$ cat config.mk
export PLATFORM = sky130hd
export DESIGN_NAME = text_console
export DESIGN_NICKNAME = d
export VERILOG_FILES = /design/src/rtl/text_console.sv
export SDC_FILE = /design/constraint.sdc
export NUM_CORES = 1
export LEC_CHECK = 0
export ABC_CLOCK_PERIOD_IN_PS = 7700
export CAP_MARGIN = 20
export CORE_MARGIN = 2
export CORE_UTILIZATION = 55
export CTS_CLUSTER_DIAMETER = 80
export DETAILED_ROUTE_END_ITERATION = 10
export GPL_ROUTABILITY_DRIVEN = 0
export PLACE_DENSITY = 0.81
export SLEW_MARGIN = 20
export SYNTH_ARGS = -nofsm -noshare
export SYNTH_HDL_FRONTEND = slang
export SYNTH_SLANG_ARGS = --single-unit
export TNS_END_PERCENT = 20
$ cat constraint.sdc
create_clock -name clk_sys -period 7.7 [get_ports clk_sys]
set_input_delay 1.155 -clock clk_sys [delete_from_list [all_inputs] [get_ports clk_sys]]
set_output_delay 1.155 -clock clk_sys [all_outputs]
set_load 0.01 [all_outputs]
$ cat src/rtl/text_console.sv
// -----------------------------------------------------------------------------
// text_console
//   Character-stream writer for text mode RAM (tram). It accepts 8-bit
//   characters over a valid/ready handshake, tracks a cursor and writes glyph
//   words into tram. It also handles CR, LF, BS and FF, line wrap, and hardware
//   scroll. The screen is kept as a ring buffer addressed from scroll_offs.
//
// Ports
//   clk_sys      in   system clock
//   rst_sys_n    in   asynchronous reset, active low
//   in_valid     in   character available
//   in_ready     out  character accepted this cycle (high only when idle)
//   in_char      in   character code
//   fg_colr      in   foreground colour index, sampled with each accepted char
//   bg_colr      in   background colour index, sampled with each accepted char
//   tram_we      out  tram byte write enables (all-ones for one cycle, else 0)
//   tram_addr    out  tram word address
//   tram_din     out  tram write data {fg, bg, 3'b000, codepoint[20:0]}
//   scroll_offs  out  tram address of the top visible row
//   cursor_x     out  cursor column
//   cursor_y     out  cursor row, relative to the top visible row
//   busy         out  clearing the screen or a line (equals ~in_ready)
// -----------------------------------------------------------------------------
module text_console #(
  parameter int TRAM_ADDRW = 11,
  parameter int TRAM_HRES  = 84,
  parameter int TRAM_VRES  = 24,
  parameter int WORD       = 32,
  parameter int BYTE_CNT   = 4,
  parameter int CIDXW      = 4
) (
  input  logic                  clk_sys,
  input  logic                  rst_sys_n,
  input  logic                  in_valid,
  output logic                  in_ready,
  input  logic [7:0]            in_char,
  input  logic [CIDXW-1:0]      fg_colr,
  input  logic [CIDXW-1:0]      bg_colr,
  output logic [BYTE_CNT-1:0]   tram_we,
  output logic [TRAM_ADDRW-1:0] tram_addr,
  output logic [WORD-1:0]       tram_din,
  output logic [TRAM_ADDRW-1:0] scroll_offs,
  output logic [7:0]            cursor_x,
  output logic [4:0]            cursor_y,
  output logic                  busy
);

  localparam logic [1:0] ST_CLR_ALL  = 2'd0;
  localparam logic [1:0] ST_IDLE     = 2'd1;
  localparam logic [1:0] ST_CLR_LINE = 2'd2;

  localparam int DEPTH = TRAM_HRES * TRAM_VRES;

  // Address sums carry one extra bit so the wrap compare sees the overflow.
  localparam logic [TRAM_ADDRW:0]   DEPTH_W       = (TRAM_ADDRW+1)'(DEPTH);
  localparam logic [TRAM_ADDRW:0]   HRES_W        = (TRAM_ADDRW+1)'(TRAM_HRES);
  localparam logic [TRAM_ADDRW-1:0] CNT_LAST_ALL  = TRAM_ADDRW'(DEPTH - 1);
  localparam logic [TRAM_ADDRW-1:0] CNT_LAST_LINE = TRAM_ADDRW'(TRAM_HRES - 1);
  localparam logic [7:0]            COL_LAST      = 8'(TRAM_HRES - 1);
  localparam logic [4:0]            ROW_LAST      = 5'(TRAM_VRES - 1);

  // Both operands of every sum are below DEPTH. That means one conditional
  // subtract is enough to bring the result back into range.
  function automatic logic [TRAM_ADDRW-1:0] wrap_addr(input logic [TRAM_ADDRW:0] a);
    logic [TRAM_ADDRW:0] t;
    t = (a >= DEPTH_W) ? (a - DEPTH_W) : a;
    return t[TRAM_ADDRW-1:0];
  endfunction

  function automatic logic [WORD-1:0] glyph(input logic [CIDXW-1:0] fg,
                                            input logic [CIDXW-1:0] bg,
                                            input logic [7:0]       ch);
    return {fg, bg, 3'b000, 13'd0, ch};
  endfunction

  logic [1:0]            r_state;
  logic [TRAM_ADDRW-1:0] r_cnt;
  logic [BYTE_CNT-1:0]   r_we;
  logic [TRAM_ADDRW-1:0] r_addr;
  logic [WORD-1:0]       r_din;
  logic [TRAM_ADDRW-1:0] r_scroll;
  logic [7:0]            r_cx;
  logic [4:0]            r_cy;
  logic [CIDXW-1:0]      r_blank_fg;
  logic [CIDXW-1:0]      r_blank_bg;

  logic [TRAM_ADDRW:0]   w_row_offs;
  logic [TRAM_ADDRW-1:0] w_cur_addr;
  logic [TRAM_ADDRW-1:0] w_line_addr;
  logic [TRAM_ADDRW-1:0] w_scroll_next;
  logic [WORD-1:0]       w_blank;
  logic                  w_printable;
  logic                  w_last_row;

  assign w_row_offs    = (TRAM_ADDRW+1)'(r_cy) * HRES_W;
  assign w_cur_addr    = wrap_addr({1'b0, r_scroll} + w_row_offs + (TRAM_ADDRW+1)'(r_cx));
  assign w_line_addr   = wrap_addr({1'b0, r_scroll} + {1'b0, r_cnt});
  assign w_scroll_next = wrap_addr({1'b0, r_scroll} + HRES_W);
  assign w_blank       = glyph(r_blank_fg, r_blank_bg, 8'h20);
  assign w_printable   = (in_char >= 8'h20) && (in_char <= 8'h7E);
  assign w_last_row    = (r_cy == ROW_LAST);

  // Main controller. Each clear state issues one blank write per cycle from
  // r_cnt. IDLE decodes one accepted character per cycle. When a newline
  // happens on the bottom row, the cursor row stays put. The old top row is
  // then blanked so it can reappear as the new bottom row once scroll_offs
  // advances past it.
  always_ff @(posedge clk_sys or negedge rst_sys_n) begin
    if (!rst_sys_n) begin
      r_state    <= ST_CLR_ALL;
      r_cnt      <= '0;
      r_we       <= '0;
      r_addr     <= '0;
      r_din      <= '0;
      r_scroll   <= '0;
      r_cx       <= '0;
      r_cy       <= '0;
      r_blank_fg <= '1;
      r_blank_bg <= '0;
    end else begin
      r_we <= '0;
      case (r_state)
        ST_CLR_ALL: begin
          r_we   <= '1;
          r_addr <= r_cnt;
          r_din  <= w_blank;
          if (r_cnt == CNT_LAST_ALL) begin
            r_cnt    <= '0;
            r_scroll <= '0;
            r_cx     <= '0;
            r_cy     <= '0;
            r_state  <= ST_IDLE;
          end else begin
            r_cnt <= r_cnt + 1'b1;
          end
        end

        ST_CLR_LINE: begin
          r_we   <= '1;
          r_addr <= w_line_addr;
          r_din  <= w_blank;
          if (r_cnt == CNT_LAST_LINE) begin
            r_cnt    <= '0;
            r_scroll <= w_scroll_next;
            r_state  <= ST_IDLE;
          end else begin
            r_cnt <= r_cnt + 1'b1;
          end
        end

        ST_IDLE: begin
          if (in_valid) begin
            // Keep the colours so that a clear caused by this character
            // blanks with them.
            r_blank_fg <= fg_colr;
            r_blank_bg <= bg_colr;
            if (w_printable) begin
              r_we   <= '1;
              r_addr <= w_cur_addr;
              r_din  <= glyph(fg_colr, bg_colr, in_char);
              if (r_cx == COL_LAST) begin
                r_cx <= '0;
                if (w_last_row) begin
                  r_cnt   <= '0;
                  r_state <= ST_CLR_LINE;
                end else begin
                  r_cy <= r_cy + 5'd1;
                end
              end else begin
                r_cx <= r_cx + 8'd1;
              end
            end else begin
              case (in_char)
                8'h0A: begin
                  r_cx <= '0;
                  if (w_last_row) begin
                    r_cnt   <= '0;
                    r_state <= ST_CLR_LINE;
                  end else begin
                    r_cy <= r_cy + 5'd1;
                  end
                end
                8'h0D: r_cx <= '0;
                8'h08: begin
                  if (r_cx != 8'd0) r_cx <= r_cx - 8'd1;
                end
                8'h0C: begin
                  r_cnt   <= '0;
                  r_state <= ST_CLR_ALL;
                end
                default: ;
              endcase
            end
          end
        end

        default: begin
          r_cnt   <= '0;
          r_state <= ST_CLR_ALL;
        end
      endcase
    end
  end

  assign in_ready    = (r_state == ST_IDLE);
  assign busy        = ~in_ready;
  assign tram_we     = r_we;
  assign tram_addr   = r_addr;
  assign tram_din    = r_din;
  assign scroll_offs = r_scroll;
  assign cursor_x    = r_cx;
  assign cursor_y    = r_cy;

endmodule

==> flow_summary.toml, run 1 <==
[floorplan]
fp.dieArea_mm2 = 0.0117
io_pins = 92
die_y_um = 108
std_cell_rows = 38
coreArea_mm2 = 0.0107
initial_utilization = 0.559
die_x_um = 108

[timing]
rsz0062_at_grt = "no"
setup_ws_ps = 3010
tightestPinTransition_ps = 917
max_slew_margin = 0.388
finalSetupViolations = 0
finalCritPeriodShare = 0.609
period_needed_ps = 4690
hold_viol_final = 0
final_max_slew_viol_count = 0
fmaxAchievable_ghz = 0.213
clock_skew_ps = 15.0
finalSetupTns_ps = 0

[yosys]
netlist_top_cells_count = "70 x nand2_1, 67 x dfrtp_1, 66 x o21ai_0, 52 x ha_1, 36 x a21oi_1"
synth.distinct_cells = 81
async_flop_share = 1.00
synth_edf_count = 0
synthFlopType = "dfrtp_1"
yosysWarnings = 0
synthCells = 681
ys_seq_area_frac = 0.298
synth_top_family_by_area = "compound AO/OA/AOI/OAI gates"
synth_area_leaders = "dfrtp_1 28%, ha_1 11%, o21ai_0 5.5%"
syn_avg_cell_area_um2 = 8.78
ys_ff_latch = 71
synthSimpleGateAreaFrac = 0.159
synthAdderAreaFrac = 0.131
syn_area_mm2 = 0.00598
yosysTopAreaCellShare = 0.280
yosys.area.top_type = "dfrtp_1"
yosysMostFrequentCell = "nand2_1"
synthMuxAreaShare = 0.0463
synth-compound-area-share = 0.258
synth_xor_area_frac = 0.0410

[routing]
drc = 0
routed_wl_um = 15100
post_drt_via_cell_ratio = 6.23
route.vias.total = 5494
routedWlPerCell_um = 17.1
route.antenna.remaining_nets = 0
drt-initial-drc-count = 278
dr.pass1.iters = 5

[cells_and_area]
nNetsFinal = 814
insertedDiodeCount = 0
final_area_mm2 = 0.00685
layout-drive-gt1-share = 0.0687
areaGrowthSynthToFinish_pct = 14.7

[worst_setup_path]
startpoint = "cursor_y[0]"
crit_arrival_ps = 4940
endpoint_kind = "flop"
max_stage_delay_ps = 490
crit_slowest_cell = "fa_1"
rrSetupSlack_ps = 3010
crit_path_frequent_cell = "ha_1"
worstSetupPathType = "flop to flop"
startpoint_type = "flop"
crit_family = "adder cells"
r2r_start = "cursor_y[0]"
worstPathCellList = "ha_1, ha_1, xor2_1, ha_1, a21oi_1, xor2_1, fa_1, inv_1, ha_1, o21ai_0, a21boi_0, o22ai_1, xor2_1, o211ai_2, xnor2_1, o221ai_1, a21boi_2"
cp_max_fo = 7
required_ps = 7950
cp_num_cells = 17
r2r_cells = 17
worst-path-buf-inv = 1
r2r-end = "tram_addr[5]"

[grt]
grt-ovfl-total = 0
grt_max_degree = 72
grt_pass1_vias = 5158
antenna_found_initial = 0
grtUsageTotal = 0.268
grt_pass1_wl_um = 24900

[pwr]
finalPower_uw = 676
p_leak_uw = 0.00303
peakVddDrop_mv = 0.168
p_per_area_mw_per_mm2 = 98.7

[place]
placed_cell_area_mm2 = 0.00668
port_buffers = 73
pre_cts_ws_ps = 3100
dpl.hpwl_um = 11200

[min_path]
whs_path_depth = 2
hold_class = "flop to flop"
hp-start = "tram_addr[3]"
hold_path_end = "tram_addr[3]"

[clock_network]
cts.htree.levels = 3
insertion_delay_ps = 370
cts_sinks = 71
root_buffer = "clkbuf_8"
cts_resized = 0
clk_pin_slew_worst_paths_ps = 80
numCtsBuffers = 9
post_cts_buffers = 0
clockBufferDepth = 2
cts-hold-fix-buffers = 0
cts_tree = "built"

[run_status]
status = "finished, final reports clean"

[flow_run]
drv_cap = 0
## final cells by class
class	instances	area, µm²
Timing Repair Buffer	76	748
Fill cell	902	3840
Tap cell	140	175
Inverter	28	105
Clock buffer	10	128
Multi-Input combinational cell	551	3870
Clock inverter	6	46.3
Sequential cell	71	1780
## worst max-delay path by stage
| stage | endpoint | slack, ps |
|---|---|---|
| 5_1_grt | tram_addr[5] | 2750 |
| 3_5_place_dp | tram_addr[6] | 3100 |
| 6_report | tram_addr[5] | 3010 |
| 4_1_cts | tram_addr[6] | 3080 |
| 3_3_place_gp | tram_addr[6] | 3310 |
| 2_1_floorplan | tram_addr[6] | 3460 |
## stage by stage
stage	instances	hold WS, ps	util
2_1_floorplan	699	479	-
3_3_place_gp	866	467	0.624
3_5_place_dp	866	475	0.624
4_1_cts	882	498	0.641
5_1_grt	882	524	0.641
6_report	882	492	0.641
## worst min-delay path, cell delays in order, from the launching register on
cell and delay, ps:
dfrtp_1 350, nand2_1 50, o21ai_0 60
## cell families after synthesis
| kind of cell | count (synthesis) |
|---|---|
| fa+ha+maj | 59 |
| buf+inv | 77 |
| flops | 71 |
| xor+xnor | 28 |
| compound gates | 226 |
| simple gates | 193 |
| other cells | 1 |
| mux | 26 |
## cell usage in the layout (no fill, tap or decap), types with 10 or more instances in the layout
master           synthesis  layout
dfrtp_1                 67      67
nor2_1                  24      24
ha_1                    52      52
inv_1                   28      28
conb_1                   1      19
o31ai_1                 10      10
nand2_1                 70      70
o21ai_1                 10      10
clkdlybuf4s50_1          0      72
nor3_1                  19      19
xnor2_1                 21      21
mux2i_1                 16      16
nand3_1                 19      19
o21ai_0                 66      66
a21oi_1                 36      36
a22o_1                  11      11
## report_power, final
group          leakage (µW)  internal, µW  total [µW]  switching [µW]
Sequential         0.000933           373         373               0
Combinational       0.00202          10.4        28.4            18.0
Clock             0.0000829           119         275             157
## routing by layer
| metal | global-route usage | routed length, µm |
|---|---|---|
| met5 | 0 | 0 |
| met4 | 0.0879 | 261 |
| met3 | 0.0555 | 1120 |
| met2 | 0.444 | 7360 |
| met1 | 0.351 | 6350 |
## registers in the layout (all words and copies together) (netlist names)
signal,cells
tram_din,16
tram_we,1
r_cnt,11
tram_addr,11
r_state,2
r_blank_fg,4
scroll_offs,9
cursor_x,8
r_blank_bg,4
cursor_y,5
Note: power is estimated with default switching activity, not from simulation.
==> run 2: changes to the inputs <==
--- a/config.mk
+++ b/config.mk
@@ -5,14 +5,14 @@
 export SDC_FILE = /design/constraint.sdc
 export NUM_CORES = 1
 export LEC_CHECK = 0
-export ABC_CLOCK_PERIOD_IN_PS = 7700
+export ABC_CLOCK_PERIOD_IN_PS = 4150
 export CAP_MARGIN = 20
 export CORE_MARGIN = 2
-export CORE_UTILIZATION = 55
+export CORE_UTILIZATION = 50
 export CTS_CLUSTER_DIAMETER = 80
 export DETAILED_ROUTE_END_ITERATION = 10
 export GPL_ROUTABILITY_DRIVEN = 0
-export PLACE_DENSITY = 0.81
+export PLACE_DENSITY = 0.78
 export SLEW_MARGIN = 20
 export SYNTH_ARGS = -nofsm -noshare
 export SYNTH_HDL_FRONTEND = slang
==> constraint.sdc (replaced) <==
create_clock -name clk_sys -period 4.15 [get_ports clk_sys]
set_input_delay 0.6225 -clock clk_sys [delete_from_list [all_inputs] [get_ports clk_sys]]
set_output_delay 0.6225 -clock clk_sys [all_outputs]
set_load 0.01 [all_outputs]
==> flow_summary.toml, run 2 (same netlist as run 1, synthesis figures left out) <==
[timing]
setup_ws_ps = 65.9
clock_skew_ps = 7.98
tightestPinTransition_ps = 797
finalSetupViolations = 0
fmaxAchievable_ghz = 0.245
fin_hold_ws_ps = 282
finalCritPeriodShare = 0.984
rsz0062_at_grt = "yes"
hold_viol_final = 0
period_needed_ps = 4080
max_slew_margin = 0.469
final_max_slew_viol_count = 0

[routing]
route.vias.total = 5663
routed_wl_um = 16200
drt-initial-drc-count = 349
dr.pass1.iters = 5
routedWlPerCell_um = 17.8
route.antenna.remaining_nets = 0
post_drt_via_cell_ratio = 6.22
drc = 0

[cells_and_area]
areaGrowthSynthToFinish_pct = 22.3
fill_cells = 960
final_common_cell = "clkdlybuf4s50_1"
largest_register_ffs = 16
fin_util = 0.632
nNetsFinal = 840
mostFrequentLayoutCells = "72 x clkdlybuf4s50_1, 70 x nand2_1, 65 x dfrtp_1"
final_cells = 910
layout-drive-gt1-share = 0.124
insertedDiodeCount = 0

[grt]
met2_usage = 0.426
use_met1 = 0.314
grt_pass1_vias = 5420
grt_pass1_wl_um = 26200
antenna_found_initial = 0
gr-usage-met3 = 0.0605
grt-ovfl-total = 0
grt.busiest_layer = "met2"
grtUsageTotal = 0.251
grt_max_degree = 46

[run_status]
status = "finished, final reports clean"

[floorplan]
die_y_um = 113
initial_utilization = 0.517
io_pins = 92
die_x_um = 113
std_cell_rows = 39
coreArea_mm2 = 0.0116
fp.dieArea_mm2 = 0.0128

[min_path]
hold_class = "input pin to async pin"

[worst_setup_path]
worstSetupPathType = "flop to flop"
cp_max_fo = 3
crit_arrival_ps = 4310
required_ps = 4370
startpoint_type = "flop"
endpoint_kind = "flop"

[pwr]
peakVddDrop_mv = 0.206
finalPower_uw = 1530
p_leak_uw = 0.00322
p_per_area_mw_per_mm2 = 210

[place]
dp.cells = 893
pre_cts_ws_ps = -73.8
dpl.hpwl_um = 11900
port_buffers = 73

[clock_network]
cts-hold-fix-buffers = 0
root_buffer = "clkbuf_16"
insertion_delay_ps = 340
cts_sinks = 71
numCtsBuffers = 9
cts.htree.levels = 3
cts_tree = "built"
clockBufferDepth = 2
clk_pin_slew_worst_paths_ps = 60

[flow_run]
drv_cap = 0
[run 2: cell types whose count changed in the layout (fill, tap and decap cells not counted), moves of 6 or more]
cell       previous run  this run
buf_4                 3        28
clkbuf_16             0         9
clkbuf_8              9         0
ha_1                 52        45
ha_4                  0         6
[run 2: per-layer routing]
| layer | wire length [µm] | vias up |
|---|---|---|
| met5 | 0 | - |
| met4 | 323 | 0 |
| met3 | 1110 | 33 |
| met2 | 7990 | 235 |
| met1 | 6730 | 2745 |
| li1 | - | 2650 |
[run 2: path summary, 6_finish.rpt]
kind	slack, ps	to	cells past startpoint	from
setup / recovery	70	tram_addr[5]	15	cursor_y[2]
hold / removal	280	tram_din[30]	1	rst_sys_n
setup reg to reg	70	tram_addr[5]	15	cursor_y[2]
hold reg to reg	490	tram_din[29]	2	tram_din[29]
max in group asynchronous	2760	cursor_y[0]	2	rst_sys_n
min in group clk_sys	490	tram_din[29]	2	tram_din[29]
[run 2: where the power goes]
part	switching, µW	internal, µW	leakage, µW
registers	0	692	0.000929
logic	34.6	20.1	0.00215
clock network	320	466	0.000138
[run 2: metrics by stage]
stage / cell area, µm² / setup TNS, ps
global route: 7310 / -216
finish: 7310 / 0
detailed placement: 6890 / -205
CTS: 7190 / 0
global placement: 6890 / 0
floorplan: 6070 / 0
[run 2: critical path, stage by stage, from the launching register on]
cell	delay, ps
dfrtp_2	420
ha_4	250
ha_4	280
xor2_2	170
ha_1	270
fa_1	580
ha_4	210
and2_4	140
and2_1	180
a2111oi_2	380
buf_4	190
nand4_1	120
o211ai_2	300
xnor2_1	160
o221ai_1	120
a21boi_2	190
[run 2: area by class of cell]
| class | count | area (µm²) | share of cell area |
|---|---|---|---|
| multi-input cells | 551 | 4000 | 0.547 |
| flip-flops and latches | 71 | 1780 | 0.244 |
| repair buffers | 102 | 947 | 0.130 |
| clock buffers | 9 | 225 | 0.0308 |
| well taps | 143 | 179 | 0.0245 |
| inverters | 28 | 105 | 0.0144 |
| clock inverters | 6 | 71.3 | 0.00976 |
[run 2: repair_timing]
action | in CTS | in global routing
buffers inserted | 0 | 2
endpoints found under the setup margin | 5 | 6
gates resized for setup | 3 | 17
pin swaps | 1 | 18
